**src/rtl/ysyx_25040111_clint_pkg.sv**
```systemverilog
// Shared constants and types for the core-local interruptor.
package ysyx_25040111_clint_pkg;

  // Register offsets relative to BASE.
  localparam logic [15:0] MSIP_OFF     = 16'h0000;
  localparam logic [15:0] MTIMECMP_OFF = 16'h4000;
  localparam logic [15:0] MTIME_OFF    = 16'hBFF8;

  localparam logic [1:0] RESP_OKAY   = 2'b00;
  localparam logic [1:0] RESP_SLVERR = 2'b10;

  // Both bus paths use the same two-state handshake machine.
  typedef enum logic {
    ST_IDLE = 1'b0,
    ST_RESP = 1'b1
  } fsm_state_t;

  typedef enum logic [1:0] {
    REG_NONE     = 2'd0,
    REG_MSIP     = 2'd1,
    REG_MTIMECMP = 2'd2,
    REG_MTIME    = 2'd3
  } reg_kind_t;

  // Result of decoding one bus address.
  typedef struct packed {
    reg_kind_t  kind;
    logic [2:0] hart;
    logic       hi;
  } dec_t;

  // Byte-lane merge of a 32-bit write into an existing word.
  function automatic logic [31:0] strb_merge(input logic [31:0] old,
                                             input logic [31:0] data,
                                             input logic [3:0]  strb);
    logic [31:0] res;
    res = old;
    for (int b = 0; b < 4; b++) begin
      if (strb[b]) res[8*b +: 8] = data[8*b +: 8];
    end
    return res;
  endfunction

endpackage

```
**src/rtl/ysyx_25040111_clint_prescaler.sv**
```systemverilog
// Prescaler for mtime: counts 0..DIV-1 and pulses tick on the wrap cycle.
module ysyx_25040111_clint_prescaler #(
  parameter int DIV = 1
) (
  input  logic clk,
  input  logic rst,
  output logic tick
);

  logic [15:0] cnt;

  assign tick = (cnt == 16'(DIV - 1));

  // Free-running divider; never disturbed by bus writes.
  always_ff @(posedge clk) begin
    if (rst) cnt <= 16'h0;
    else if (tick) cnt <= 16'h0;
    else cnt <= cnt + 16'h1;
  end

endmodule

```
**src/rtl/ysyx_25040111_clint_irq.sv**
```systemverilog
// Core-local interruptor: mtime, per-hart mtimecmp/msip, AXI4-Lite slave.
//
// state   | meaning
// --------+-------------------------------------------------------------
// ST_IDLE | path free; read side holds arready, write side waits AW+W
// ST_RESP | response valid on R/B channel, held until the master is ready
module ysyx_25040111_clint_irq
  import ysyx_25040111_clint_pkg::*;
#(
  parameter logic [31:0] BASE     = 32'h0200_0000,
  parameter int          NHART    = 1,
  parameter int          TICK_DIV = 1
) (
  input  logic             clk,
  input  logic             rst,
  input  logic [31:0]      araddr,
  input  logic             arvalid,
  output logic             arready,
  output logic [31:0]      rdata,
  output logic [1:0]       rresp,
  output logic             rvalid,
  input  logic             rready,
  input  logic [31:0]      awaddr,
  input  logic             awvalid,
  output logic             awready,
  input  logic [31:0]      wdata,
  input  logic [3:0]       wstrb,
  input  logic             wvalid,
  output logic             wready,
  output logic [1:0]       bresp,
  output logic             bvalid,
  input  logic             bready,
  output logic [NHART-1:0] mtip,
  output logic [NHART-1:0] msip
);

  // Misaligned offsets and hart indices beyond NHART decode as unmapped.
  function automatic dec_t decode(input logic [31:0] addr);
    dec_t d;
    d.kind = REG_NONE;
    d.hart = 3'd0;
    d.hi   = 1'b0;
    if (addr[31:16] == BASE[31:16] && addr[1:0] == 2'b00) begin
      if (addr[15:14] == MSIP_OFF[15:14]) begin
        if (32'(addr[13:2]) < 32'(NHART)) begin
          d.kind = REG_MSIP;
          d.hart = addr[4:2];
        end
      end else if (addr[15:14] == MTIMECMP_OFF[15:14]) begin
        if (32'(addr[13:3]) < 32'(NHART)) begin
          d.kind = REG_MTIMECMP;
          d.hart = addr[5:3];
          d.hi   = addr[2];
        end
      end else if (addr[15:3] == MTIME_OFF[15:3]) begin
        d.kind = REG_MTIME;
        d.hi   = addr[2];
      end
    end
    return d;
  endfunction

  fsm_state_t  rd_st, wr_st;
  logic        wr_open;
  logic        rd_fire, wr_fire;
  dec_t        rdec, wdec;
  logic        tick;
  logic [63:0] mtime;
  logic        sh_valid;
  logic [31:0] sh_hi;
  logic [31:0] rd_val;
  logic        rd_err;
  logic [7:0]  sip_all;
  logic [63:0] cmp_all [8];

  assign rdec    = decode(araddr);
  assign wdec    = decode(awaddr);
  assign awready = wr_open & awvalid & wvalid;
  assign wready  = awready;
  assign rd_fire = arvalid & arready;
  assign wr_fire = awready;

  ysyx_25040111_clint_prescaler #(.DIV(TICK_DIV)) u_presc (
    .clk  (clk),
    .rst  (rst),
    .tick (tick)
  );

  // mtime: a bus write takes priority and swallows a coincident tick.
  always_ff @(posedge clk) begin
    if (rst) begin
      mtime <= 64'h0;
    end else if (wr_fire && wdec.kind == REG_MTIME) begin
      if (wdec.hi) mtime[63:32] <= strb_merge(mtime[63:32], wdata, wstrb);
      else         mtime[31:0]  <= strb_merge(mtime[31:0], wdata, wstrb);
    end else if (tick) begin
      mtime <= mtime + 64'd1;
    end
  end

  // Shadow of mtime[63:32] for coherent low-then-high reads.
  always_ff @(posedge clk) begin
    if (rst) begin
      sh_valid <= 1'b0;
      sh_hi    <= 32'h0;
    end else begin
      if (rd_fire) begin
        if (rdec.kind == REG_MTIME && !rdec.hi) begin
          sh_valid <= 1'b1;
          sh_hi    <= mtime[63:32];
        end else begin
          sh_valid <= 1'b0;
        end
      end
      if (wr_fire && wdec.kind == REG_MTIME) sh_valid <= 1'b0;
    end
  end

  for (genvar h = 0; h < 8; h++) begin : g_hart
    if (h < NHART) begin : g_live
      logic [63:0] cmp_q;
      logic        sip_q;
      logic        tip_q;

      // Per-hart registers and the registered timer compare.
      always_ff @(posedge clk) begin
        if (rst) begin
          cmp_q <= '1;
          sip_q <= 1'b0;
          tip_q <= 1'b0;
        end else begin
          if (wr_fire && wdec.kind == REG_MTIMECMP && wdec.hart == 3'(h)) begin
            if (wdec.hi) cmp_q[63:32] <= strb_merge(cmp_q[63:32], wdata, wstrb);
            else         cmp_q[31:0]  <= strb_merge(cmp_q[31:0], wdata, wstrb);
          end
          if (wr_fire && wdec.kind == REG_MSIP && wdec.hart == 3'(h) && wstrb[0])
            sip_q <= wdata[0];
          tip_q <= (mtime >= cmp_q);
        end
      end

      assign cmp_all[h] = cmp_q;
      assign sip_all[h] = sip_q;
      assign mtip[h]    = tip_q;
      assign msip[h]    = sip_q;
    end else begin : g_tie
      assign cmp_all[h] = '1;
      assign sip_all[h] = 1'b0;
    end
  end

  // Read data mux over the current register values.
  always_comb begin
    rd_val = 32'h0;
    rd_err = 1'b0;
    case (rdec.kind)
      REG_MSIP:     rd_val = {31'h0, sip_all[rdec.hart]};
      REG_MTIMECMP: rd_val = rdec.hi ? cmp_all[rdec.hart][63:32]
                                     : cmp_all[rdec.hart][31:0];
      REG_MTIME: begin
        if (!rdec.hi)     rd_val = mtime[31:0];
        else if (sh_valid) rd_val = sh_hi;
        else               rd_val = mtime[63:32];
      end
      default:      rd_err = 1'b1;
    endcase
  end

  // Read path: accept one address, hold the response until rready.
  always_ff @(posedge clk) begin
    if (rst) begin
      rd_st   <= ST_IDLE;
      arready <= 1'b0;
      rvalid  <= 1'b0;
      rdata   <= 32'h0;
      rresp   <= RESP_OKAY;
    end else begin
      case (rd_st)
        ST_IDLE: begin
          if (rd_fire) begin
            rd_st   <= ST_RESP;
            arready <= 1'b0;
            rvalid  <= 1'b1;
            rdata   <= rd_val;
            rresp   <= rd_err ? RESP_SLVERR : RESP_OKAY;
          end else begin
            arready <= 1'b1;
          end
        end
        ST_RESP: begin
          if (rready) begin
            rd_st   <= ST_IDLE;
            rvalid  <= 1'b0;
            arready <= 1'b1;
          end
        end
        default: rd_st <= ST_IDLE;
      endcase
    end
  end

  // Write path: address and data are taken together, then B is held.
  always_ff @(posedge clk) begin
    if (rst) begin
      wr_st   <= ST_IDLE;
      wr_open <= 1'b0;
      bvalid  <= 1'b0;
      bresp   <= RESP_OKAY;
    end else begin
      case (wr_st)
        ST_IDLE: begin
          if (wr_fire) begin
            wr_st   <= ST_RESP;
            wr_open <= 1'b0;
            bvalid  <= 1'b1;
            bresp   <= (wdec.kind == REG_NONE) ? RESP_SLVERR : RESP_OKAY;
          end else begin
            wr_open <= 1'b1;
          end
        end
        ST_RESP: begin
          if (bready) begin
            wr_st   <= ST_IDLE;
            wr_open <= 1'b1;
            bvalid  <= 1'b0;
          end
        end
        default: wr_st <= ST_IDLE;
      endcase
    end
  end

endmodule

```
**config.mk**
```make
export PLATFORM = sky130hd
export DESIGN_NAME = ysyx_25040111_clint_irq
export DESIGN_NICKNAME = d
export VERILOG_FILES = /design/src/rtl/ysyx_25040111_clint_pkg.sv /design/src/rtl/ysyx_25040111_clint_prescaler.sv /design/src/rtl/ysyx_25040111_clint_irq.sv
export SDC_FILE = /design/constraint.sdc
export NUM_CORES = 1
export LEC_CHECK = 0
export BUFFER_PORTS_ARGS = -buffer_cell sky130_fd_sc_hd__buf_4
export CORE_MARGIN = 3
export CORE_UTILIZATION = 55
export CTS_CLUSTER_DIAMETER = 100
export CTS_CLUSTER_SIZE = 25
export DETAILED_ROUTE_END_ITERATION = 7
export PLACE_DENSITY = 0.75
export SLEW_MARGIN = 20
export SYNTH_ARGS = -nofsm -noshare
export SYNTH_HDL_FRONTEND = slang
export SYNTH_SLANG_ARGS = --single-unit
export TNS_END_PERCENT = 30
```
**constraint.sdc**
```tcl
create_clock -name clk -period 3 [get_ports clk]
set_input_delay 0.15 -clock clk [delete_from_list [all_inputs] [get_ports clk]]
set_output_delay 0.15 -clock clk [all_outputs]
set_load 0.05 [all_outputs]
```
# [Yosys cells after proc, flatten, opt, wreduce, memory -nomap -nowiden]
# Index checks and enable logic that the tools add are counted.
[classes] addsub=2 n_lt_le_gt_ge=7 eq_ne=22 mux=58 bitwise_logic=7 reduce_logical=42
[op_table] op="$mux 64" count=4
[op_table] op="$bmux 64 s3" count=1
[op_table] op="$mux 32" count=5
[op_table] op="$pmux 32 s3" count=1
[op_table] op="$add 64x1->64 const B" count=1
[op_table] op="$ge 64x64->1" count=1
[op_table] op="$reduce_and 3->1" count=16
[op_table] op="$eq 16x10->1 const B" count=2
[op_table] op="$mux 8" count=4
[op_table] op="$eq 13x13->1 const B" count=2
[op_table] op="$lt 12x1->1 const B" count=2
[op_table] op="$mux 6" count=4
[op_table] op="$lt 11x1->1 const B" count=2
[op_table] op="$mux 1" count=20
[op_table] op="$ne 2x2->1 const B" count=10
[op_table] op="$add 16x1->16 const B" count=1
[op_table] op="$logic_not 16->1" count=1
[op_table] op="$mux 2" count=6
[op_table] op="$pmux 1 s2" count=6
[op_table] op="$logic_not 2->1" count=5
[op_table] op="$mux 5" count=2
[op_table] op="$reduce_and 2->1" count=5
[op_table] op="$logic_and 1x1->1" count=9
[op_table] op="$eq 2x1->1 const B" count=4
[op_table] op="other kinds (14)" count=24
[word_totals] regBits=221 inputBits=107 output_inout_bits=43 wordCells=168

# [Longest topological paths before layout]
# Gate-level depths: netlist of run 1.
[depth] depth_word=11 depth_mapped=9 ltp_nobuf=8

# [By module]
# A second synthesis of run 1 with hierarchy kept.
[hier_totals] hier_cells=1599 area_unflattened_um2=13324.0
[modules_own_cells] module="ysyx_25040111_clint_irq" n_inst=1 cells_each=1511 area_per_inst_um2=12573.3 seq_area_each_um2=4063.9
[modules_own_cells] module="ysyx_25040111_clint_prescaler" n_inst=1 cells_each=88 area_per_inst_um2=750.7 seq_area_each_um2=320.3

# [Worst setup path before layout of run 1]
# OpenSTA, ideal clock, no wires.
[synth_timing] path_type="register to register" startpoint="reg wr_open" endpoint="reg g_hart[0].g_live.cmp_q[32]" setup_time_ps=141 t_arrival_ps=2187 required_ps=2859 setup_slack_ps=671 path_stages_with_launch=8 path_buffers=2 period_less_slack_ps=2329 path_cell_list="dfxtp_1 > and3_1 > nand4_1 > nor4_1 > and2_1 > clkbuf_1 > buf_2 > o211ai_1"
[synth_between] elab_chain_cells=5
[synth_lines] item="from (decl)" line_no="ysyx_25040111_clint_irq.sv:64" text="logic wr_open;"
[synth_lines] item="from (signal assigned)" line_no="ysyx_25040111_clint_irq.sv:206" text="wr_open <= 1'b0;"
[synth_lines] item="from (signal assigned)" line_no="ysyx_25040111_clint_irq.sv:214" text="wr_open <= 1'b0;"
[synth_lines] item="from (signal assigned)" line_no="ysyx_25040111_clint_irq.sv:218" text="wr_open <= 1'b1;"
[synth_lines] item="$and 1x1->1 (2 in series)" line_no="ysyx_25040111_clint_irq.sv:78" text="assign awready = wr_open & awvalid & wvalid;"
[synth_lines] item="net awready" line_no="ysyx_25040111_clint_irq.sv:25" text="output logic awready,"
[synth_lines] item="$logic_and 1x1->1 (2 in series)" line_no="ysyx_25040111_clint_irq.sv:132" text="if (wr_fire && wdec.kind == REG_MTIMECMP && wdec.hart == 3'(h)) begin"
[synth_lines] item="$reduce_and 3->1 (no source line)"
[synth_lines] item="to (signal assigned)" line_no="ysyx_25040111_clint_irq.sv:133" text="if (wdec.hi) cmp_q[63:32] <= strb_merge(cmp_q[63:32], wdata, wstrb);"
[synth_lines] item="to (decl)" line_no="ysyx_25040111_clint_irq.sv:121" text="logic [63:0] cmp_q;"
# The timed path passes the listed nets, and every way through them passes these cells.
# A chain may end at the register's enable or synchronous reset.

# [Worst setup path after layout of run 1]
[layout_timing] startpoint="reg mtime[11]" endpoint="reg mtime[49]"
[layout_between] elab_chain_cells=3
[layout_lines] item="from (decl)" line_no="ysyx_25040111_clint_irq.sv:68" text="logic [63:0] mtime;"
[layout_lines] item="from (signal assigned)" line_no="ysyx_25040111_clint_irq.sv:95" text="else mtime[31:0] <= strb_merge(mtime[31:0], wdata, wstrb);"
[layout_lines] item="from (signal assigned)" line_no="ysyx_25040111_clint_irq.sv:97" text="mtime <= mtime + 64'd1;"
[layout_lines] item="$add 64x1->64" line_no="ysyx_25040111_clint_irq.sv:97"
[layout_lines] item="$mux 64" line_no="ysyx_25040111_clint_irq.sv:96" text="end else if (tick) begin"
[layout_lines] item="$mux 64" line_no="ysyx_25040111_clint_irq.sv:93" text="end else if (wr_fire && wdec.kind == REG_MTIME) begin"
# Every way passes these cells. The select of a mux whose other input is x is not followed.

==> results of run 1 <==
## repair_timing
action	4_1_cts	5_1_grt
resized for setup	0	0
hold endpoints to repair	70	0
hold buffers	35	0
## worst paths after layout
| kind | startpoint | depth (start not counted) | endpoint |
|---|---|---|---|
| setup / recovery | mtime[11] | 6 | mtime[49] |
| setup reg to reg | mtime[11] | 6 | mtime[49] |
| hold / removal | wstrb[0] | 4 | msip |
| hold reg to reg | sh_hi[31] | 2 | sh_hi[31] |
## power groups by stage
stage / Combinational [W] / Clock (W) / Sequential (W)
2_1_floorplan: 0.000110 / 0 / 0.00301
3_3_place_gp: 0.000315 / 0 / 0.00299
3_5_place_dp: 0.000318 / 0 / 0.00299
4_1_cts: 0.000355 / 0.00181 / 0.00292
5_1_grt: 0.000383 / 0.00189 / 0.00293
6_report: 0.000360 / 0.00178 / 0.00292
## cells by family (layout without fill, tap and decap cells)
family	after synthesis	after routing	share of synthesized area (%)
multiplexers	84	84	6.62
flip-flops	219	219	33.6
other	1	2	0.0287
buffers and inverters	187	325	6.53
AND/OR/NAND/NOR	559	559	21.8
XOR/XNOR	11	11	0.738
adder cells (fa/ha/maj)	67	67	6.42
AO/OA/AOI/OAI	483	483	24.3
## layout make-up
| class | instances | area, um2 | share of cell area, % |
|---|---|---|---|
| Clock buffer | 13 | 325 | 2.14 |
| Multi-Input combinational cell | 1206 | 7850 | 51.7 |
| Tap cell | 313 | 392 | 2.58 |
| Clock inverter | 1 | 8.76 | 0.0577 |
| Sequential cell | 219 | 4380 | 28.9 |
| Timing Repair Buffer | 236 | 1930 | 12.7 |
| Inverter | 75 | 282 | 1.86 |
## cells in the final DEF, fill, tap and decap left out, types with 9 or more instances in the layout
cell           count
nand2_1          234
dfxtp_1          219
buf_4            195
a21oi_1          144
o21ai_0           79
inv_1             74
o211ai_1          68
ha_1              67
mux2i_1           66
nor2_1            63
nand4_1           41
dlygate4sd3_1     35
nand3_1           33
nor4_1            32
nor3_1            32
and2_1            28
a211oi_1          27
o22ai_1           25
a22o_1            19
and3_1            18
mux2_2            18
o32ai_1           17
a31oi_1           14
a311oi_1          14
clkbuf_16         13
or3_1             11
a31o_2            11
and4_1             9
o31ai_1            9
## metal layers
layer,share of wire [%],global-route usage (%),vias up,routed length [um]
li1,-,-,6226,-
met3,8.7,4.77,77,3660
met2,45,51.2,628,19000
met5,0,0,-,0
met1,43,43.6,6195,17900
met4,3.5,10.4,0,1490
## state kept, by name (all words and copies together) (netlist names), 16 cells and up
signal / cells
g_hart.g_live.cmp_q: 64
mtime: 64
rdata: 32
sh_hi: 32
u_presc.cnt: 16
## metrics by stage
stage / hold slack (ps) / cells / utilization [%] / total power, W
final: 124 / 2063 / 66.0 / 0.00507
after global routing: 130 / 2063 / 66.0 / 0.00520
after CTS: 103 / 2063 / 66.0 / 0.00509
after detailed placement: 410 / 2014 / 63.0 / 0.00331
after global placement: 399 / 2014 / 63.0 / 0.00331
after floorplan: 278 / 1612 / - / 0.00312
## worst min-delay path, delay by kind of cell
family                 cells  cell delay (ps)
muxes                      1               80
buffers and inverters      1              130
and+or+nand+nor            2              200
==> impl_metrics.json, run 1 <==
{
  "status": "complete, no violations",
  "clock_skew_ps": 24.2,
  "via_count": 13100,
  "fin_area_mm2": 0.0152,
  "critPathBufInv": 0,
  "clock-sinks": 219,
  "power_density_mw_per_mm2": 334,
  "ys_async_sr_fraction_pct": 0,
  "synth_most_common_cell": "nand2_1",
  "maxCapViolations": 0,
  "slew_headroom_pct": 45.3,
  "drc": 0,
  "clk_path_buf_depth": 3,
  "fillers": 1973,
  "path_max_fanout": 8,
  "htree_levels": 1,
  "worst-r2r-setup-slack_ps": 190,
  "via_per_inst": 6.36,
  "ys_ff_latch": 219,
  "drive_gt1_share_pct": 15.8,
  "antenna_left": 0,
  "path_delay_family": "simple AND/OR/NAND/NOR gates",
  "syn_area_mm2": 0.0130,
  "hp-class": "primary input to flip-flop",
  "synth_top_cell_area_share_pct": 33.6,
  "grt_remaining_overflow": 0,
  "ys.flop_type": "dfxtp_1",
  "grt_pass1_vias": 12300,
  "coreArea_mm2": 0.0230,
  "finalCritPeriodShare_pct": 93.7,
  "crit_type": "flip-flop to flip-flop",
  "crit_chain": "nand2_1, or4_1, nor3_1, nand3_1, o31ai_1, o2bb2ai_1",
  "area_growth_pct": 16.3,
  "setup_tns_ps": 0,
  "nNetsFinal": 1924,
  "start_util_pct": 56.8,
  "slowest_delay_ps": 760,
  "path_clk_slew_ps": 100,
  "dpl.hpwl_um": 30100,
  "cts_post_setup_buffers_inserted": 0,
  "cts_tree": "yes",
  "pin_count": 150,
  "die_w_um": 160,
  "synth_top_area_cell": "dfxtp_1",
  "combPwrFrac_pct": 7.1,
  "first_pass_iters": 6,
  "slowest_stage": "or4_1",
  "synth_common_cells": "nand2_1 (234), dfxtp_1 (219), a21oi_1 (144)",
  "ys_types": 84,
  "ys_seq_area_share_pct": 33.6,
  "track_usage_pct": 31.7,
  "cts_root_buf": "clkbuf_16",
  "power_frac_seq_pct": 57.7,
  "grt_start_max_net_pins": 78,
  "clk_latency_ps": 500,
  "yosysWarnings": 0,
  "start_kind": "flip-flop",
  "p_leak_nw": 6.49,
  "place.gp.congestion": 0.949,
  "crit_path_end_kind": "flip-flop",
  "portBuffers": 147,
  "die_area_mm2": 0.0256,
  "rows": 55,
  "antenna_found_initial": 0,
  "diodes": 0,
  "worst-endpoint-arrival_ps": 3240,
  "grt_pass1_wl_um": 66900,
  "postPlaceCellArea_mm2": 0.0145,
  "synth-edff-count": 0,
  "rsz0062_at_grt": "false",
  "netlist_instances": 1611,
  "avgSynthCellArea_um2": 8.10,
  "wl_per_cell_um": 20.4,
  "crit_required_ps": 3430,
  "pre_cts_ws_ps": 335,
  "fp.dieH_um": 160,
  "final_hold_viol_count": 0,
  "worst_slew_pin_slew_ps": 814,
  "cts_buffers": 12,
  "drt_wl_total_um": 42100,
  "maxSlewViolCount": 0,
  "p_int_w": 0.00386,
  "ir_drop_uv": 368,
  "synthTopCellsByArea": "dfxtp_1 (34%), nand2_1 (6.7%), ha_1 (6.4%)",
  "sw_frac_of_total_pct": 23.8,
  "p_switching_w": 0.00121,
  "clkPwrFrac_pct": 35.2,
  "setup_ws_ps": 190,
  "layout_min_cycle_time_ps": 2810,
  "setup-violations-final": 0,
  "fmax_mhz": 356,
  "first_iter_violations": 1334
}
Note: power is estimated with default switching activity, not from simulation.
==> run 2, diff against run 1 <==
Settings changed: ABC_AREA set to 1, PLACE_DENSITY 0.75 to 0.74.
==> impl_metrics.json, run 2 <==
{
  "crit_type": "flip-flop to flip-flop",
  "wl_met1_um": 22700,
  "crit_path_end_kind": "flip-flop",
  "clk_path_buf_depth": 3,
  "p_leak_nw": 8.19,
  "grt_pass1_vias": 14400,
  "maxSlewViolCount": 0,
  "ys_async_sr_fraction_pct": 0,
  "drive_gt1_share_pct": 8.82,
  "grt_pass1_wl_um": 81400,
  "track_usage_pct": 36.7,
  "area_growth_pct": 13.6,
  "drt_wl_total_um": 53900,
  "maxCapViolations": 0,
  "htree_levels": 1,
  "path_max_fanout": 5,
  "first_pass_iters": 6,
  "stdcell_count": 2836,
  "ys_seq_area_share_pct": 30.4,
  "via_per_inst": 5.71,
  "status": "complete, no violations",
  "multi_input_area_mm2": 0.00862,
  "regArea_mm2": 0.00439,
  "synthTopCellsByArea": "dfxtp_1 (30%), nand2_1 (20%), nor2_1 (8.6%)",
  "critPathBufInv": 2,
  "synth-edff-count": 0,
  "grt_start_max_net_pins": 97,
  "grt_remaining_overflow": 0,
  "dr.max_layer_used": "met5",
  "rows": 58,
  "wl_per_cell_um": 19.0,
  "slew_headroom_pct": 37.6,
  "layout_min_cycle_time_ps": 2700,
  "wl_met3_um": 7630,
  "slowest_delay_ps": 430,
  "final_cell_mix": "nand2_1 (753), nor2_1 (331), inv_1 (262)",
  "synth_common_cells": "nand2_1 (753), nor2_1 (331), inv_1 (264)",
  "route.met2.wl_um": 21700,
  "final_common_cell": "nand2_1",
  "first_iter_violations": 1950,
  "fin_util_pct": 64.4,
  "via_count": 16200,
  "portBuffers": 147,
  "antenna_left": 0,
  "ys_types": 42,
  "die_area_mm2": 0.0282,
  "fp.dieH_um": 168,
  "die_w_um": 168,
  "ys.flop_type": "dfxtp_1",
  "ir_drop_uv": 491,
  "synth_top_area_cell": "dfxtp_1",
  "drc": 0,
  "place.gp.congestion": 1.07,
  "crit_required_ps": 3400,
  "nNetsFinal": 2677,
  "crit_chain": "ha_1, nand2_1, nor2_1, inv_1, nor2_1, inv_1, nor2_1, nand2_1, o21ai_0, nand2_1, nand2_1, nand2_1, nor2_1, nor2_1",
  "setup_ws_ps": 299,
  "setup_tns_ps": 0,
  "ctsResizeCount": 0,
  "path_delay_family": "simple AND/OR/NAND/NOR gates",
  "antenna_found_initial": 1,
  "setup-violations-final": 0,
  "fmax_mhz": 370,
  "start_util_pct": 56.7,
  "syn_area_mm2": 0.0144,
  "coreArea_mm2": 0.0255,
  "finalCritPeriodShare_pct": 90.0,
  "clock_skew_ps": 25.8,
  "whs_ps": 7.85,
  "yosysWarnings": 0,
  "avgSynthCellArea_um2": 6.06,
  "worst-endpoint-arrival_ps": 3110,
  "power_density_mw_per_mm2": 318,
  "start_kind": "flip-flop",
  "hp-class": "primary input to flip-flop",
  "cts_tree": "yes",
  "ys_ff_latch": 219,
  "clk_latency_ps": 510,
  "synth_most_common_cell": "nand2_1",
  "path_clk_slew_ps": 110,
  "rsz0062_at_grt": "false",
  "pin_count": 150,
  "pre_cts_ws_ps": 468,
  "top_regs": "g_hart.g_live.cmp_q (64), mtime (64)",
  "worst_slew_pin_slew_ps": 927,
  "placedCellCount": 2796,
  "netlist_instances": 2381,
  "slowest_stage": "dfxtp_1",
  "final_hold_viol_count": 0,
  "cts_root_buf": "clkbuf_16",
  "cts_buffers": 13,
  "dpl.hpwl_um": 42100,
  "fillers": 2503,
  "synth_top_cell_area_share_pct": 30.4,
  "clock-sinks": 219
}
## run 2: changes by cell type after synthesis, sizes merged, moves of 53 or more
cell   delta
nand2   +530
nor2    +271
inv     +189
nand3   +100
mux2i    -66
o21ai    +53
## run 2: where the power goes
part	total, W	internal, W	switching, W	leakage, nW
clock	0.00190	0.000817	0.00108	0.179
combinational	0.000384	0.000163	0.000221	6.25
sequential	0.00293	0.00292	0.00000991	1.77
total	0.00521	0.00390	0.00131	8.19
## run 2: tightest hold or removal path, delay by kind of cell
family          cells  cell delay [ps]
compound gates      1              170
buf+inv             2              160
## run 2: logic make-up (layout without fill, tap and decap cells)
family | after synthesis | after routing | synth area share (%)
AND/OR/NAND/NOR | 1363 | 1363 | 39.1
adder cells (fa/ha/maj) | 67 | 67 | 5.81
flip-flops | 219 | 219 | 30.4
buffers and inverters | 364 | 487 | 10.0
AO/OA/AOI/OAI | 322 | 322 | 12.0
XOR/XNOR | 45 | 45 | 2.73
other | 1 | 3 | 0.0260
## run 2: layout make-up
cell class | instances | area share [%]
Multi-Input combinational cell | 1799 | 52.5
Timing Repair Buffer | 203 | 9.86
Clock buffer | 14 | 2.01
Sequential cell | 219 | 26.7
Antenna cell | 1 | 0.0153
Inverter | 267 | 6.13
Tap cell | 330 | 2.52
Clock inverter | 3 | 0.221
## run 2: layer usage
| layer | track usage [%] | vias to the layer above |
|---|---|---|
| li1 | - | 7838 |
| met1 | 52.8 | 7287 |
| met2 | 53.0 | 947 |
| met3 | 11.2 | 109 |
| met4 | 10.5 | 4 |
| met5 | 2.43 | - |
## run 2: path summary, 6_finish.rpt
kind | slack, ps | start | to | depth (start not counted)
max | 300 | mtime[0] | mtime[62] | 14
max reg2reg | 300 | mtime[0] | mtime[62] | 14
min | 8 | wdata[22] | g_hart[0].g_live.cmp_q[22] | 3
min reg2reg | 450 | sh_hi[21] | sh_hi[21] | 2
## run 2: what timing repair did
action                                 in CTS  in global routing
endpoints found under the hold margin      43                  0
buffers inserted                            0                  0
hold buffers                               22                  0
## run 2: through the flow
| stage | cell area (um2) | power [W] |
|---|---|---|
| finish | 16400 | 0.00521 |
| global route | 16400 | 0.00536 |
| CTS | 16400 | 0.00521 |
| detailed placement | 15800 | 0.00335 |
| global placement | 15800 | 0.00334 |
| floorplan | 14400 | 0.00316 |
